### src/rtl/spike_count_decoder.sv
// Spike-count readout for the network's output layer: counts spikes per neuron over a
// window of timesteps, then scans the counters for the most active neuron.
module spike_count_decoder #(
  parameter int NUM_NEURONS  = 4,
  parameter int COUNT_WIDTH  = 16,
  parameter int WINDOW_WIDTH = 16,
  localparam int SEL_WIDTH   = (NUM_NEURONS > 1) ? $clog2(NUM_NEURONS) : 1
) (
  input  logic                    clk,
  input  logic                    rst,
  input  logic                    start,
  input  logic [WINDOW_WIDTH-1:0] window_len,
  input  logic [NUM_NEURONS-1:0]  spike_in,
  output logic                    busy,
  output logic                    result_valid,
  input  logic                    result_ready,
  output logic [SEL_WIDTH-1:0]    result_class,
  output logic [COUNT_WIDTH-1:0]  result_count,
  input  logic [SEL_WIDTH-1:0]    count_sel,
  output logic [COUNT_WIDTH-1:0]  count_dout
);

  localparam logic [SEL_WIDTH-1:0] LAST_IDX = SEL_WIDTH'(NUM_NEURONS - 1);

  typedef enum logic [1:0] {IDLE, RUN, SCAN, DONE} state_t;

  state_t                  state_q, state_d;
  logic [COUNT_WIDTH-1:0]  cnt_q [NUM_NEURONS];
  logic [WINDOW_WIDTH-1:0] win_q;
  logic [WINDOW_WIDTH-1:0] tstep_q;
  logic [SEL_WIDTH-1:0]    scan_idx_q;
  logic [SEL_WIDTH-1:0]    best_idx_q;
  logic [COUNT_WIDTH-1:0]  best_cnt_q;
  logic [SEL_WIDTH-1:0]    result_class_q;
  logic [COUNT_WIDTH-1:0]  result_count_q;

  logic                    accept;
  logic                    run_last;
  logic                    scan_last;
  logic [COUNT_WIDTH-1:0]  scan_cnt;
  logic                    take;
  logic [COUNT_WIDTH-1:0]  nxt_best_cnt;
  logic [SEL_WIDTH-1:0]    nxt_best_idx;

  function automatic logic [COUNT_WIDTH-1:0] sat_inc(input logic [COUNT_WIDTH-1:0] v);
    return (v == '1) ? v : v + COUNT_WIDTH'(1);
  endfunction

  assign accept    = (state_q == IDLE) && start && (window_len != '0);
  // RUN holds one extra cycle after the last sample: tstep_q == win_q means all samples taken.
  assign run_last  = (tstep_q == win_q);
  assign scan_last = (scan_idx_q == LAST_IDX);

  assign scan_cnt     = cnt_q[scan_idx_q];
  assign take         = scan_cnt > best_cnt_q;
  assign nxt_best_cnt = take ? scan_cnt : best_cnt_q;
  assign nxt_best_idx = take ? scan_idx_q : best_idx_q;

  always_ff @(posedge clk or posedge rst) begin
    if (rst) state_q <= IDLE;
    else     state_q <= state_d;
  end

  always_comb begin
    state_d = state_q;
    case (state_q)
      IDLE: if (accept)       state_d = RUN;
      RUN:  if (run_last)     state_d = SCAN;
      SCAN: if (scan_last)    state_d = DONE;
      DONE: if (result_ready) state_d = IDLE;
      default:                state_d = IDLE;
    endcase
  end

  // Accumulate / scan stage
  always_ff @(posedge clk or posedge rst) begin
    if (rst) begin
      for (int i = 0; i < NUM_NEURONS; i++) cnt_q[i] <= '0;
      win_q          <= '0;
      tstep_q        <= '0;
      scan_idx_q     <= '0;
      best_idx_q     <= '0;
      best_cnt_q     <= '0;
      result_class_q <= '0;
      result_count_q <= '0;
    end else begin
      case (state_q)
        IDLE: begin
          if (accept) begin
            for (int i = 0; i < NUM_NEURONS; i++) cnt_q[i] <= '0;
            win_q      <= window_len;
            tstep_q    <= '0;
            scan_idx_q <= '0;
            best_idx_q <= '0;
            best_cnt_q <= '0;
          end
        end
        RUN: begin
          if (!run_last) begin
            for (int i = 0; i < NUM_NEURONS; i++)
              if (spike_in[i]) cnt_q[i] <= sat_inc(cnt_q[i]);
            tstep_q <= tstep_q + WINDOW_WIDTH'(1);
          end
        end
        SCAN: begin
          best_cnt_q <= nxt_best_cnt;
          best_idx_q <= nxt_best_idx;
          scan_idx_q <= scan_idx_q + SEL_WIDTH'(1);
          if (scan_last) begin
            result_class_q <= nxt_best_idx;
            result_count_q <= nxt_best_cnt;
          end
        end
        default: ;
      endcase
    end
  end

  // Output stage
  assign busy         = (state_q != IDLE);
  assign result_valid = (state_q == DONE);
  assign result_class = result_class_q;
  assign result_count = result_count_q;

  always_comb begin
    count_dout = '0;
    if (int'(count_sel) < NUM_NEURONS) count_dout = cnt_q[count_sel];
  end

endmodule

### config.mk
export PLATFORM = sky130hd
export DESIGN_NAME = spike_count_decoder
export DESIGN_NICKNAME = d
export VERILOG_FILES = /design/src/rtl/spike_count_decoder.sv
export SDC_FILE = /design/constraint.sdc
export NUM_CORES = 1
export LEC_CHECK = 0
export BUFFER_PORTS_ARGS = -buffer_cell sky130_fd_sc_hd__buf_4
export CAP_MARGIN = 10
export CORE_MARGIN = 4
export CORE_UTILIZATION = 25
export DETAILED_ROUTE_END_ITERATION = 8
export REMOVE_ABC_BUFFERS = 1
export SKIP_LAST_GASP = 1
export SLEW_MARGIN = 20
export SYNTH_ARGS = -nofsm -noshare
export SYNTH_HDL_FRONTEND = slang
export SYNTH_SLANG_ARGS = --single-unit
### constraint.sdc
create_clock -name clk -period 5.9 [get_ports clk]
set_clock_uncertainty 0.15 [all_clocks]
set_input_delay 0.885 -clock clk [delete_from_list [all_inputs] [get_ports clk]]
set_output_delay 0.885 -clock clk [all_outputs]
set_load 0.01 [all_outputs]
==> impl_results.md, run 1 <==
- Met3 wire length: 1247 µm
- GRT Overall Usage: 0.1292
- EDFF count, synth: 0
- Drt pass-1 iters: 5
- Clk buf depth: 2
- Final slew viol count: 0
- Starting density of the core: 0.2562
- Detail Route Antenna Nets: 0
- First-pass GRT wire length: roughly 37000 µm
- Max cap viols: 0
- CP Max Fanout: 21
- Leakage power: 0.004067 µW
- Ant diodes: 0
- Tightest Hold Check Type: flop to flop
- Top post-synthesis cells by count: 136 x dfrtp_1, 130 x nand2_1, 62 x o21ai_0
- Setup Crit Path Kind: flop to flop
- Share of the synthesized area in the top cell type: 0.4167
- F_max: 235.4 MHz
- Syn_area_per_cell: 9.619 µm²
- Port buffer count: 61
- Placed cell area: roughly 9000 µm²
- CP required: about 6.1 ns
- Met1 wire length: 10200 µm
- Synth top area cells: dfrtp_1 42%, mux4_2 8.8%, nand2_1 6.0%, ha_1 4.1%, o21ai_0 3.8%
- Post-CTS Hold Buffers: 0
- CTS root buffer: clkbuf_16
- Status: finished clean
- Synth warn: 0
- Die footprint: 35620 µm²
- Worst VDD drop: about 0.00017 V
- Tmin final: 4.248 ns
- Initial DRC Count: 703
- DR DRC count: 0
- Synth async-reset ratio: 1.000
- GRT overflow: 0
- Cell with the most instances after synthesis: dfrtp_1
- Final-report setup violation count: 0
- DR top layer: met4
- Final period util: 0.7200
- Synthesized instance count: about 850
- Layout Cell Area excl Fill: a little under 10000 µm²
- CTS Buf Count: 17
- Chip Width: 188.7 µm
- Area Growth Syn to Fin: 17.97%
- Fill cells: 3397
- Worst path slowest cell: dfrtp_1
- Routed vias/inst: 5.205
- Routed wire per std cell: approximately 17 µm
- Row Count: 65
- Vias in the first global route: 6663
- Share of cells above drive strength 1: 0.1626
- Hold path depth: 2
- Seq/Total Area, Yosys: 0.4167
- WL met2: about 11000 µm
- Die Height: 188.7 µm
- Worst slew pin tran: ~0.98 ns
- Critical Path Max Stage Delay: approximately 0.95 ns
- Gpl congestion: between 0.8 and 0.9
- Vias: 6938
- PD cells: 285.8 nW/µm²
- Resize count post-CTS: 0
- Hold Violations, Final: 0
- Crit-path cells: mux4_2 > ha_1 > nand4_1 > nor4_1 > a21boi_0 > o31a_1 > and3_1 > a22o_1
- Ys flop type: dfrtp_1
- Largest net degree at the start of global routing: 96
- CTS Sinks: 136
- Total wire length: ~23000 µm
- Yosys reg bits: 136
- Setup bufs post-CTS: 0
- Area leader, netlist: dfrtp_1
- Worst EP arrival: approximately 4.5 ns
- Setup TNS: 0 ns
- H-tree depth: 4
- # IOs: 62
- Kind of end point of the critical path: flop
- Worst skew pair latency: about 0.42 ns
- Reg2Reg Depth: 8
- Synth Cell Area: slightly above 8000 µm²
- Dpl hpwl: 16230 µm
- Startpoint types: flop
- Initial antenna violation count: 0
- Clk pin slew, worst setup/hold paths: 0.06 ns
- RSZ-0062 raised after global routing: no
- Final core occ: 0.3022
- Synth cell types: 59
- Max-slew headroom: 0.3475
- CTS tree: done
- Core Region: ~32000 µm²
- Fin nets: ~940
==> through the flow <==
step	power (µW)	instances	setup slack (ns)	hold slack (ns)
after detailed placement	1704	1302	1.661	0.3230
after floorplan	1496	794	1.226	0.3152
after global routing	2896	1333	1.297	0.3582
after global placement	1699	1302	1.738	0.3151
final	2753	1333	1.652	0.3270
after CTS	2782	1333	1.635	0.3366
==> power breakdown <==
| group | total, µW | internal (µW) | leakage, µW | switching (µW) |
|---|---|---|---|---|
| Sequential | 1130 | 997 | 0.00182 | 132 |
| Clock | 1060 | 635 | 0.000271 | 430 |
| Combinational | 560 | 262 | 0.00198 | 299 |
| Total | 2750 | 1890 | 0.00407 | 860 |
==> worst paths after layout <==
path                                        startpoint                          end  slack (ns)
setup / recovery             scan_idx_q[0]$_DFFE_PP0P_   best_cnt_q[12]$_DFFE_PP0P_        1.65
hold reg to reg            result_count[2]$_DFFE_PP0P_  result_count[2]$_DFFE_PP0P_        0.33
min in group asynchronous                          rst         win_q[0]$_DFFE_PP0P_        0.49
setup reg to reg             scan_idx_q[0]$_DFFE_PP0P_   best_cnt_q[12]$_DFFE_PP0P_        1.65
hold / removal             result_count[2]$_DFFE_PP0P_  result_count[2]$_DFFE_PP0P_        0.33
max in group asynchronous                          rst    best_idx_q[1]$_DFFE_PP0P_        3.97
==> sequential cells by signal, summed over array words and instances (netlist names) <==
name / flops
result_class: 2
state_q: 2
best_cnt_q: 16
tstep_q: 16
win_q: 16
cnt_q: 64
result_count: 16
best_idx_q: 2
scan_idx_q: 2
==> logic make-up (layout without fill, tap and decap cells) <==
kind of cell / after synthesis / in the layout / share of synthesized area
flip-flops: 136 / 136 / 0.4167
multiplexers: 52 / 52 / 0.1129
buffers and inverters: 88 / 137 / 0.04336
XOR/XNOR: 27 / 27 / 0.02896
AND/OR/NAND/NOR: 315 / 315 / 0.1955
AO/OA/AOI/OAI: 204 / 204 / 0.1612
adder cells (fa/ha/maj): 27 / 27 / 0.04137
==> cell usage in the layout (no fill, tap or decap), types with 16 or more instances in the layout <==
| cell type | n |
|---|---|
| mux4_2 | 32 |
| ha_1 | 27 |
| a21oi_1 | 55 |
| a22o_1 | 16 |
| o31ai_1 | 19 |
| o21ai_0 | 61 |
| inv_1 | 32 |
| mux2i_1 | 19 |
| nor2_1 | 29 |
| xor2_1 | 18 |
| nand3_1 | 34 |
| buf_4 | 73 |
| dfrtp_1 | 136 |
| nand4_1 | 27 |
| clkbuf_16 | 17 |
| or4_1 | 23 |
| nand2_1 | 130 |
| or3_1 | 22 |
==> layout make-up <==
class | instances | area, µm² | share of cell area
Clock buffer | 18 | 439.2 | 0.04558
Clock inverter | 13 | 146.4 | 0.01519
Inverter | 33 | 128.9 | 0.01338
Multi-Input combinational cell | 625 | 4424 | 0.4592
Sequential cell | 136 | 3403 | 0.3532
Tap cell | 435 | 544.3 | 0.05649
Timing Repair Buffer | 73 | 548.0 | 0.05688
==> worst max-delay path: cells and delay by family, from the launching register on <==
kind,cells,cell delay (ns)
adders and majority gates,1,0.30
DFF,1,0.95
AOI/OAI and AO/OA,3,1.00
muxes,1,0.64
and+or+nand+nor,3,1.13
==> per-layer routing <==
metal	global-route usage	vias up
li1	-	3262
met1	0.1768	3419
met2	0.1996	218
met3	0.03020	39
met4	0.04821	0
met5	0	-
Power figures use the tool's default switching activity.
==> run 2: changes to the inputs <==
- clock period: 5.9 -> 3.9 ns (I/O delays scaled with it)
==> impl_results.md, run 2 (synthesis gave the netlist of run 1 again) <==
- Status: finished clean
- Commonest cells after routing, fill and taps aside: 136 x dfrtp_1, 129 x nand2_1, 107 x buf_4
- Routed vias/inst: 5.226
- Resize count post-CTS: 0
- H-tree depth: 4
- Total wire length: 24170 µm
- Biggest register: cnt_q
- Largest net degree at the start of global routing: 73
- Worst path depth: 10
- Die footprint: about 36000 µm²
- Fin nets: 975
- Worst VDD drop: just over 0.0003 V
- Clk pin slew, worst setup/hold paths: 0.07 ns
- Die Height: ~190 µm
- CTS tree: done
- Vias: around 7000
- Worst skew pair latency: ~0.44 ns
- Setup Crit Path Kind: flop to flop
- Gpl congestion: 0.8854
- Setup bufs post-CTS: 0
- CP required: about 4.1 ns
- Buf/Inv on CP: 2
- Kind of end point of the critical path: flop
- Share of cells above drive strength 1: 0.1979
- Final slew viol count: 0
- Max-slew headroom: 0.3344
- GRT overflow: 0
- Max cap viols: 0
- Final worst setup slack: 0.3188 ns
- Port buffer count: 61
- CTS root buffer: clkbuf_16
- # IOs: 62
- Core Region: 31880 µm²
- First-pass GRT wire length: approximately 39000 µm
- Worst slew pin tran: 0.9960 ns
- Setup Slack @ Placement: around 0.06 ns
- Tmin final: 3.581 ns
- Worst path slowest cell: mux4_2
- Vias in the first global route: slightly below 7000
- Detail Route Antenna Nets: 0
- Final core occ: 0.3128
- Starting density of the core: 0.2562
- Setup TNS: 0 ns
- Most common cell after layout, fill and taps aside: dfrtp_1
- RSZ-0062 raised after global routing: no
- Reg2Reg Depth: 10
- Post-CTS Hold Buffers: 0
- Routed wire per std cell: 17.64 µm
- GRT Overall Usage: 0.1359
- Drt pass-1 iters: 5
- Crit-path cells: buf_12 > mux4_2 > ha_1 > nand4_1 > nor4_1 > a21boi_0 > o31a_1 > buf_4 > and3_4 > a22o_1
- Final-report setup violation count: 0
- CP Max Fanout: 24
- Clk buf depth: 2
- Worst EP arrival: 3.80 ns
- Final period util: 0.9183
- Row Count: 65
- Hold Violations, Final: 0
- Chip Width: around 190 µm
- Min Hold Slack: 0.09828 ns
- Dpl hpwl: 17700 µm
- DR DRC count: 0
- Area Growth Syn to Fin: 22.09%
- CP delay by family, top: simple AND/OR/NAND/NOR gates
- Initial antenna violation count: 0
- Ant diodes: 0
- Leakage power: 0.004286 µW
- Critical Path Max Stage Delay: roughly 0.57 ns
- Tightest Hold Check Type: input port to async pin
- Startpoint types: flop
- Max reg flops: 64
- CTS Buf Count: 17
- F_max: 279.2 MHz
- PD cells: 436.1 nW/µm²
- Initial DRC Count: 703
- CTS Sinks: 136
- Fill cells: 3301
==> run 2: changes by cell type in the layout (fill, tap and decap cells not counted), sizes merged <==
| cell | before | now |
|---|---|---|
| inv | 36 | 39 |
| clkinvlp | 5 | 2 |
| bufinv | 2 | 3 |
| buf | 73 | 109 |
==> run 2: final timing paths <==
kind                                             start                          end  slack (ns)
min                                                rst       tstep_q[2]$_DFFE_PP0P_         0.1
max reg2reg                  scan_idx_q[1]$_DFFE_PP0P_    best_cnt_q[7]$_DFFE_PP0P_        0.32
max in group asynchronous                          rst        cnt_q[46]$_DFFE_PP0P_        2.70
min in group clk                         window_len[6]         win_q[6]$_DFFE_PP0P_        0.20
max                          scan_idx_q[1]$_DFFE_PP0P_    best_cnt_q[7]$_DFFE_PP0P_        0.32
min reg2reg                result_class[1]$_DFFE_PP0P_  result_class[1]$_DFFE_PP0P_        0.33
==> run 2: per-stage QoR <==
stage	std cells	power [µW]	cell area (µm²)
finish	1370	4349	9971
global route	1370	4554	9971
CTS	1370	4388	9963
detailed placement	1338	2651	9348
global placement	1338	2636	9344
floorplan	794	2264	7936
==> run 2: power breakdown <==
group	total, µW	internal (µW)	leakage (µW)	switching [µW]
registers	1640	1510	0.00182	135
clock network	1720	1020	0.000294	693
logic	989	448	0.00217	541
total	4350	2980	0.00429	1370
==> run 2: area by class of cell <==
cell class | instances | area [µm²] | share of cell area
clock buffer | 18 | 429.2 | 0.04304
clock inverter | 14 | 186.4 | 0.01870
inverter | 33 | 128.9 | 0.01293
multi-input combinational | 625 | 4436 | 0.4448
sequential | 136 | 3403 | 0.3413
tap | 435 | 544.3 | 0.05459
timing repair buffer | 109 | 843.3 | 0.08458
==> run 2: per-layer routing <==
metal / track usage / wire length (µm)
met1: 0.1834 / 10780
met2: 0.2153 / 11250
met3: 0.02649 / 1445
met4: 0.05409 / 691
met5: 0 / 0
==> run 2: worst reg2reg max path, delay by kind of cell (launching register included) <==
family                   cells  cell delay (ns)
flip-flops                   1             0.42
multiplexers                 1             0.58
AO/OA/AOI/OAI                3             0.59
AND/OR/NAND/NOR              3             0.89
adder cells (fa/ha/maj)      1             0.34
buffers and inverters        2             0.55
==> run 3: changes to the inputs <==
- PLACE_DENSITY: unset -> 0.38
- TNS_END_PERCENT: unset -> 1
==> impl_results.md, run 3 (synthesis gave the netlist of run 1 again) <==
- Area Growth Syn to Fin: 21.76%
- Final slew viol count: 0
- Clock Power Share: 0.396
- Final-report setup violation count: 0
- Tmin final: 3.544 ns
- Initial antenna violation count: 0
- Core Region: 31880 µm²
- Fin nets: just under 1000
- Final period util: 0.9086
- CTS tree: done
- CTS root buffer: clkbuf_16
- Die Height: 188.7 µm
- CP Max Fanout: 11
- Routed wire per std cell: 19.94 µm
- RSZ-0062 raised after global routing: no
- Setup TNS: 0 ns
- H-tree depth: 4
- RR Startpoint: scan_idx_q[1]$_DFFE_PP0P_
- Chip Width: around 190 µm
- Reg power frac: 0.374
- Power, Total: 4457 µW
- Min Hold Slack: 0.1407 ns
- Max-slew headroom: 0.5040
- Row Count: 65
- CTS Sinks: 136
- Int Pwr: 3009 µW
- Tightest Hold Check Type: input port to async pin
- Max reg flops: 64
- Switching power: 1448 µW
- Worst VDD drop: 0.0003270 V
- Final worst setup slack: 0.3564 ns
- Commonest cells after routing, fill and taps aside: 136 x dfrtp_1, 129 x nand2_1, 106 x buf_4
- CTS Buf Count: 17
- Worst slew pin tran: roughly 0.73 ns
- F_max: 282.2 MHz
- Placed cell area: 9316 µm²
- Combinational Power Share: 0.230
- Multi-input gate area: about 4400 µm²
- First-pass GRT wire length: between 40000 and 50000 µm
- Worst EP arrival: between 3 and 4 ns
- Clk pin slew, worst setup/hold paths: 0.07 ns
- Leakage power: 0.004271 µW
- Setup Crit Path Kind: flop to flop
- PD cells: 448.3 nW/µm²
- Vias: just under 7000
- Clk buf depth: 2
- GRT Overall Usage: 0.1546
- Port buffer count: 61
- Dpl hpwl: 19940 µm
- Max cap viols: 0
- Layout Cell Area excl Fill: 9943 µm²
- Vias in the first global route: slightly below 7000
- Ant diodes: 0
- Buf/Inv on CP: 2
- Detail Route Antenna Nets: 0
- Most common cell after layout, fill and taps aside: dfrtp_1
- Critical Path Max Stage Delay: 0.57 ns
- Status: finished clean
- Kind of end point of the critical path: flop
- Seq. cell area: between 3000 and 4000 µm²
- CP most frequent cell: buf_4
- Routed vias/inst: ~5
- Largest net degree at the start of global routing: slightly below 80
- Worst skew pair latency: 0.43 ns
- Starting density of the core: 0.2562
- Crit-path cells: buf_4 > mux4_2 > ha_1 > nand4_1 > nor4_1 > a21boi_0 > o31a_1 > buf_4 > mux2i_1 > o21ai_0
- Drt pass-1 iters: 5
- Hold Violations, Final: 0
- Gpl congestion: 0.8291
- Switching Share: 0.3249
- Startpoint types: flop
- Share of cells above drive strength 1: 0.1961
- Setup Slack @ Placement: 0.2133 ns
- Die footprint: 35620 µm²
- CP delay by family, top: multiplexers
- Biggest register: cnt_q
- CP required: 4.04 ns
- GRT overflow: 0
- DR DRC count: 0
- Post-CTS Hold Buffers: 0
- Total wire length: 27280 µm
- Worst path slowest cell: mux4_2
- Critical Path Source: scan_idx_q[1]$_DFFE_PP0P_
- Initial DRC Count: between 400 and 500
- # IOs: 62
- Fill cells: 3376
## run 3: area by class of cell
cell class | instances | share of cell area
Clock buffer | 18 | 0.04417
Clock inverter | 14 | 0.01850
Inverter | 33 | 0.01296
Multi-Input combinational cell | 625 | 0.4453
Sequential cell | 136 | 0.3423
Tap cell | 435 | 0.05474
Timing Repair Buffer | 107 | 0.08204
## run 3: through the flow
| step | util | cells |
|---|---|---|
| after floorplan | - | 794 |
| after global placement | 0.2922 | 1336 |
| after detailed placement | 0.2922 | 1336 |
| after CTS | 0.3118 | 1368 |
| after global routing | 0.3119 | 1368 |
| final | 0.3119 | 1368 |
## run 3: path summary, 6_finish.rpt
path	end	slack, ns	cells after the start
worst max-delay path	result_count[14]$_DFFE_PP0P_	0.36	10
worst min-delay path	state_q[0]$_DFFE_PP0P_	0.14	2
worst max register to register	result_count[14]$_DFFE_PP0P_	0.36	10
worst min register to register	result_class[1]$_DFFE_PP0P_	0.33	2
max in group asynchronous	cnt_q[19]$_DFFE_PP0P_	2.61	3
min in group clk	win_q[3]$_DFFE_PP0P_	0.21	3
## run 3: power groups by stage
| stage | Combinational [µW] | Clock (µW) | Sequential, µW |
|---|---|---|---|
| after detailed placement | 1030 | 0 | 1680 |
| after floorplan | 616 | 0 | 1650 |
| after global routing | 1130 | 1870 | 1680 |
| after global placement | 1040 | 0 | 1700 |
| final | 1030 | 1770 | 1660 |
| after CTS | 1040 | 1810 | 1660 |
## run 3: worst register-to-register path, stage by stage (launching register included)
cell and delay, ns:
dfrtp_1 0.32, buf_4 0.22, mux4_2 0.58, ha_1 0.33, nand4_1 0.16, nor4_1 0.39
a21boi_0 0.23, o31a_1 0.38, buf_4 0.31, mux2i_1 0.25, o21ai_0 0.09
## run 3: timing repair
action,in CTS,in global routing
resized for setup,0,1
endpoints found under the setup margin,0,15
hold endpoints to repair,0,0
setup buffers,0,0
## run 3: layer usage
metal	GRT usage	up-vias	routed length [µm]
met5	0	-	0
met4	0.03812	0	289
met3	0.02797	16	1061
met2	0.2313	135	12030
met1	0.2311	3404	13910
li1	-	3340	-
